<file path="src/rtl/run_det_pkg.sv">
// run_det_pkg: state encoding and output-mode constants for run_detector_moore
package run_det_pkg;
  localparam logic [1:0] S_IDLE = 2'd0;
  localparam logic [1:0] S_RUN  = 2'd1;
  localparam logic [1:0] S_HIT  = 2'd2;
  localparam logic [1:0] S_HOLD = 2'd3;
  localparam int MODE_LEVEL        = 0;
  localparam int MODE_PULSE_ONCE   = 1;
  localparam int MODE_PULSE_REPEAT = 2;
endpackage

</file>
<file path="src/rtl/sat_counter.sv">
// sat_counter: saturating up-counter with synchronous clear taking priority over increment
module sat_counter #(
  parameter int W = 8
) (
  input  logic         clk,
  input  logic         reset,
  input  logic         clr,
  input  logic         inc,
  output logic [W-1:0] q
);
  always_ff @(posedge clk) begin
    if (reset || clr) q <= '0;
    else if (inc && q != '1) q <= q + W'(1);
  end
endmodule

</file>
<file path="src/rtl/run_detector_moore.sv">
// run_detector_moore: Moore detector for runs of RUN_LEN valid 1s with level/pulse/repeat output modes
module run_detector_moore
  import run_det_pkg::*;
#(
  parameter int RUN_LEN = 2,
  parameter int MODE = 0,
  parameter int CNT_W = 8,
  localparam int LW = $clog2(RUN_LEN + 1)
) (
  input  logic             clk,
  input  logic             reset,
  input  logic             in_valid,
  input  logic             in,
  input  logic             clear,
  output logic             out,
  output logic [LW-1:0]    run_cnt,
  output logic [CNT_W-1:0] match_cnt
);
  if (RUN_LEN < 1 || MODE > MODE_PULSE_REPEAT || MODE < MODE_LEVEL) begin : g_bad_param
    $error("run_detector_moore: illegal RUN_LEN or MODE");
  end
  localparam logic [LW-1:0] FULL = LW'(RUN_LEN);
  localparam logic [LW-1:0] ONE = LW'(1);
  localparam logic [1:0] S_FIRST = (RUN_LEN == 1) ? S_HIT : S_RUN;
  localparam bit REP = (MODE == MODE_PULSE_REPEAT);
  logic [1:0] state, nxt_state;
  logic [LW-1:0] cnt, nxt_cnt;
  always_comb begin
    nxt_state = state;
    nxt_cnt = cnt;
    if (in_valid && !in) begin
      nxt_state = S_IDLE;
      nxt_cnt = '0;
    end else if (in_valid) begin
      if (state == S_IDLE || (state == S_HIT && REP)) begin
        nxt_state = S_FIRST;
        nxt_cnt = ONE;
      end else if (state == S_RUN) begin
        nxt_cnt = cnt + ONE;
        nxt_state = (cnt + ONE == FULL) ? S_HIT : S_RUN;
      end else begin
        nxt_state = S_HOLD;
      end
    end else if (state == S_HIT) begin
      nxt_state = REP ? S_IDLE : S_HOLD;
      nxt_cnt = REP ? '0 : cnt;
    end
  end
  always_ff @(posedge clk) begin
    if (reset) begin
      state <= S_IDLE;
      cnt <= '0;
    end else begin
      state <= nxt_state;
      cnt <= nxt_cnt;
    end
  end
  assign out = (MODE == MODE_LEVEL) ? (state == S_HIT || state == S_HOLD) : (state == S_HIT);
  assign run_cnt = cnt;
  sat_counter #(.W(CNT_W)) u_match (
    .clk(clk),
    .reset(reset),
    .clr(clear),
    .inc(nxt_state == S_HIT),
    .q(match_cnt)
  );
endmodule

</file>
<file path="config.mk">
export PLATFORM = sky130hd
export DESIGN_NAME = run_detector_moore
export DESIGN_NICKNAME = d
export VERILOG_FILES = /design/src/rtl/run_det_pkg.sv /design/src/rtl/sat_counter.sv /design/src/rtl/run_detector_moore.sv
export SDC_FILE = /design/constraint.sdc
export NUM_CORES = 1
export LEC_CHECK = 0
export CAP_MARGIN = 20
export CORE_AREA = 4 4 54 56
export DETAILED_ROUTE_END_ITERATION = 7
export DIE_AREA = 0 0 58 60
export SYNTH_ARGS = -nofsm -noshare
export SYNTH_HDL_FRONTEND = slang
export SYNTH_SLANG_ARGS = --single-unit
</file>
<file path="constraint.sdc">
create_clock -name clk -period 1.5 [get_ports clk]
set_input_delay 0.3 -clock clk [delete_from_list [all_inputs] [get_ports clk]]
set_output_delay 0.3 -clock clk [all_outputs]
set_load 0.05 [all_outputs]
</file>
; Word level (Yosys, flattened, before mapping)
; Cells that the tools add are included.
[word_totals]
output_inout_bits = 11
ram_bits = 0
romBits = 0
mem_count = 0
reg_bits = 12
latchBits = 0
[op_classes]
bitwise = 0
reduce_logical = 9
mul = 0
addsub = 2
div_mod_pow = 0
n_shift = 0
n_eq_ne = 6
muxes = 8
magnitude_cmp = 0
[op_table]
columns = cell, n
row1 = 2-bit 2-to-1 mux, 8
row2 = 8-bit by 1-bit adder with 8-bit output (second input constant), 1
row3 = 2-bit equality test (second input constant), 4
row4 = 8-bit != test (second input constant), 1
row5 = 2-bit by 1-bit adder with 2-bit output (second input constant), 1
row6 = 2-bit by 1-bit equality test with 1-bit output (second input constant), 1
row7 = 1-bit logical AND, 2
row8 = 2-bit logical NOT, 1
row9 = 1-bit logical OR, 2
row10 = 2-bit AND reduction, 1
row11 = 2-bit nonzero test, 1
row12 = 2-bit OR reduction, 1
row13 = 1-bit logical NOT, 1

; Logic depth before layout (Yosys ltp)
[depth]
word_depth = 9
ltp_mapped = 6

; Modules after synthesis
; Synthesis repeated with hierarchy kept, for this count alone.
[unflattened]
hier_cells = 71
area_unflattened_um2 = 621.8
[by_module_without_submodules]
columns = mod, cells_per_inst, area_per_inst_um2, seq_area_each_um2, instances
row1 = sat_counter, 48, 421.7, 160.2, 1
row2 = run_detector_moore, 23, 200.2, 80.1, 1

; Worst setup path before layout
; Ideal clock, no wire load.
[synth_path]
kind = register to register
from = register u_match.q[3]
to = register u_match.q[7]
t_required_ps = 1430
path_stages_with_launch = 5
t_arrival_ps = 1747
setup_ps = 70
period_less_slack_ps = 1817
setup_slack_ps = -317
cell_sequence = dfxtp_1 -> nand4_2 -> or3_1 -> or3_1 -> a21oi_1
[synth_between]
elab_chain_cells = 2
word_cells_on_any_way = 3
[synth_lines]
columns = item, line
row1 = start: declaration, sat_counter.sv:9  ; output logic [W-1:0] q
row2 = start signal: assignment, sat_counter.sv:13  ; else if (inc && q != '1) q <= q + W'(1);
row3 = branches (longest 2 deep; another with 8-bit by 1-bit adder with 8-bit output), --
; Parallel ways; which one is timed is not known.
; A chain may end at the register's enable or synchronous reset.

; Worst setup path after layout
[layout_path]
from = register cnt[1] (netlist: run_cnt[1])
to = register u_match.q[5]
[layout_between]
elab_chain_cells = 9
[layout_lines]
columns = item, line
row1 = start: declaration, run_detector_moore.sv:27  ; logic [LW-1:0] cnt, nxt_cnt;
row2 = start signal: assignment, run_detector_moore.sv:55  ; cnt <= nxt_cnt;
row3 = 2-bit by 1-bit adder with 2-bit output, run_detector_moore.sv:40  ; nxt_state = (cnt + ONE == FULL) ? S_HIT : S_RUN;
row4 = 2-bit equality test, run_detector_moore.sv:40
row5 = 2-bit 2-to-1 mux, run_detector_moore.sv:40
row6 = 2-bit 2-to-1 mux, run_detector_moore.sv:38  ; end else if (state == S_RUN) begin
row7 = 2-bit 2-to-1 mux, run_detector_moore.sv:35  ; if (state == S_IDLE || (state == S_HIT && REP)) begin
row8 = 2-bit 2-to-1 mux, run_detector_moore.sv:34  ; end else if (in_valid) begin
row9 = 2-bit 2-to-1 mux, run_detector_moore.sv:31  ; if (in_valid && !in) begin
row10 = 2-bit equality test, run_detector_moore.sv:64  ; .inc(nxt_state == S_HIT),
row11 = 1-bit logical AND, sat_counter.sv:13
; No other way between the ends.

==> impl_metrics.env <==
export IMPL_status="finished clean"
export IMPL_max_slew_margin_pct=79.5
export IMPL_dr_pass1_iters=4
export IMPL_num_nets_final=105
export IMPL_final_core_util_pct=45.5
export IMPL_required_ps=1710
export IMPL_die_w_um=58
export IMPL_numPortBuffers=15
export IMPL_die_y_um=60
export IMPL_drc=0
export IMPL_diodes=0
export IMPL_dp_hpwl_mm=1.13
export IMPL_numCtsBuffers=3
export IMPL_grt_max_degree=9
export IMPL_crit_path_end_kind="flop"
export IMPL_drive_gt1_share_pct=55.7
export IMPL_drv_slew=0
export IMPL_area_growth_syn_to_layout_pct=90.5
export IMPL_clockBufferDepth=2
export IMPL_min_from="in_valid"
export IMPL_synth_distinct_cells=26
export IMPL_power_w=0.000604
export IMPL_grt_overflow=0
export IMPL_htreeDepth=1
export IMPL_vias_per_cell=4.80
export IMPL_clock_skew_ps=0.884
export IMPL_leakage_nw=0.415
export IMPL_initial_utilization_pct=23.9
export IMPL_routedWlPerCell_um=12.8
export IMPL_grt_pass1_vias=626
export IMPL_met3_usage_pct=4.10
export IMPL_cts_hold_buf=0
export IMPL_core_area_um2=2430
export IMPL_crit_type="reg2reg"
export IMPL_setup_viol=0
export IMPL_wl_mm=1.63
export IMPL_synth_area_leaders="dfxtp_1 (41%), a21oi_1 (5.2%), ha_1 (4.3%), o21ai_0 (4.3%), or3_1 (4.3%)"
export IMPL_grt_use_met1_pct=9.74
export IMPL_initialDrtViolationCount=9
export IMPL_clock_latency_ps=270
export IMPL_cts_tree="built"
export IMPL_maxCapViolCount=0
export IMPL_crit_slowest_cell="or4_4"
export IMPL_critPathMaxStageDelay_ps=490
export IMPL_crit_fanout=4
export IMPL_hold_violations=0
export IMPL_route_vias_total=609
export IMPL_die_area_um2=3480
export IMPL_synth_area_leader_cell="dfxtp_1"
export IMPL_cts_root_buf="clkbuf_4"
export IMPL_synth_top_area_share_pct=41.4
export IMPL_grt_pass1_wl_mm=2.70
export IMPL_clk_pin_slew_ps=70
export IMPL_cts_sinks=12
export IMPL_power_density_nw_per_um2=546
export IMPL_timing_fmax_mhz=702
export IMPL_netlist_area_um2=581
export IMPL_crit_arrival_ps=1630
export IMPL_synthCells=65
export IMPL_fillers=234
export IMPL_use_met2_pct=20.2
export IMPL_fin_crit_sh_pct=95.0
export IMPL_rsz0062_at_grt="no"
export IMPL_syn_avg_cell_area_um2=8.93
export IMPL_busiest_layer="met2"
export IMPL_antenna_found_initial=0
export IMPL_crit_chain="inv_2, ha_4, and2_4, o211ai_4, or4_4, a21oi_2"
export IMPL_whs_path_depth=3
export IMPL_critPathLaunchType="flop"
export IMPL_rows=18
export IMPL_ys_ff_latch=12
export IMPL_r2r_end="u_match.q[5]"
export IMPL_startpoint="run_cnt[1]"
export IMPL_ant_nets=0
export IMPL_whs_ps=497
export IMPL_hold_end="state[0]"
export IMPL_min_path_type="in2reg"
export IMPL_ios=16
export IMPL_ir_drop_mv=0.482
export IMPL_finalCriticalPeriod_ps=1420
export IMPL_yosys_warnings=0
export IMPL_tightest_slew_ps=306
export IMPL_ff2ff_path_depth=6
export IMPL_grt_usage_pct=10.3
export IMPL_r2r_setup_slack_ps=80
export IMPL_seq_area_frac_synth_pct=41.4
export IMPL_gp_congestion=0.760
export IMPL_rr_startpoint="run_cnt[1]"
export IMPL_synth_fp_nets=72
logic make-up (layout without fill, tap and decap cells):
family / Yosys count / in the layout / synth area share (%)
xor+xnor: 2 / 2 / 3.02
simple gates: 20 / 20 / 19.8
flops: 12 / 12 / 41.4
compound gates: 20 / 20 / 24.6
fa+ha+maj: 2 / 2 / 4.31
mux: 1 / 1 / 1.72
buf+inv: 8 / 40 / 5.17
layer usage:
metal / vias to the layer above / part of all wire (%)
met2: 17 / 57
met1: 287 / 36
met3: 4 / 6.4
met5: - / 0
met4: 0 / 1.0
li1: 301 / -
metrics by stage:
stage               instances  instance area (um2)  TNS [ps]  setup WS (ps)
floorplan                  65                  631         0           9.87
global placement          117                  988     -1580           -294
detailed placement        117                  988     -1930           -371
CTS                       127                 1070     -11.7          -11.7
global route              127                 1110         0         0.0288
finish                    127                 1110         0           75.4
power breakdown:
group	internal (W)	switching [W]
Clock	0.0000965	0.000109
Combinational	0.0000434	0.0000397
Sequential	0.000311	0.00000517
cells in the final DEF (no fill, tap or decap), drive strengths merged:
| cell type | instances |
|---|---|
| clkdlybuf4s50 | 2 |
| a21oi | 6 |
| clkinv | 1 |
| dlygate4sd2 | 2 |
| o21ai | 5 |
| mux2i | 1 |
| inv | 6 |
| nand3 | 2 |
| o31ai | 2 |
| a211oi | 1 |
| a32oi | 1 |
| o2111ai | 1 |
| and3b | 1 |
| or2 | 1 |
| or3 | 4 |
| nor2 | 4 |
| nand2 | 4 |
| ha | 2 |
| a31o | 1 |
| and2 | 1 |
| o211ai | 1 |
| nand4 | 1 |
| xor2 | 1 |
| buf | 26 |
| dfxtp | 12 |
| clkbuf | 3 |
| or4 | 2 |
| a221oi | 2 |
| xnor2 | 1 |
state kept, by name (all words and copies together) (netlist names):
register / flops
u_match.q: 8
run_cnt: 2
state: 2
how the worst max path moves through the flow:
stage,end,cells past startpoint
finish,u_match.q[5],6
global route,u_match.q[6],8
CTS,u_match.q[5],6
detailed placement,u_match.q[3],5
global placement,u_match.q[5],5
floorplan,u_match.q[7],4
repair_timing:
item / CTS / global route
endpoints found under the setup margin: 2 / 5
gates resized for setup: 6 / 7
buffers inserted: 6 / 0
pin swaps: 6 / 5
cell usage after synthesis (all sizes together):
cell and n:
nand2 4, a221oi 2, ha 2, o21ai 5
xor2 1, xnor2 1, a31o 1, inv 6
clkbuf 1, or2 1, dfxtp 12, o211ai 1
and3b 1, o2111ai 1, nand4 1, a211oi 1
or4 2, buf 1, nand3 2, a32oi 1
or3 4, a21oi 6, mux2i 1, o31ai 2
and2 1, nor2 4
worst max-delay path, delay by kind of cell (launching register included):
family | cells | cell delay, ps
flip-flops | 1 | 340
buffers and inverters | 1 | 60
AND/OR/NAND/NOR | 2 | 640
AO/OA/AOI/OAI | 2 | 200
adder cells (fa/ha/maj) | 1 | 110
layout make-up:
type	count	area, um2	share of cell area [%]
multi-input cells	45	377	34.0
clock inverters	1	3.75	0.339
clock buffers	3	22.5	2.04
well taps	30	37.5	3.39
flip-flops and latches	12	273	24.7
repair buffers	30	370	33.5
inverters	6	22.5	2.04
No activity file was read; power rests on OpenSTA's default activity.
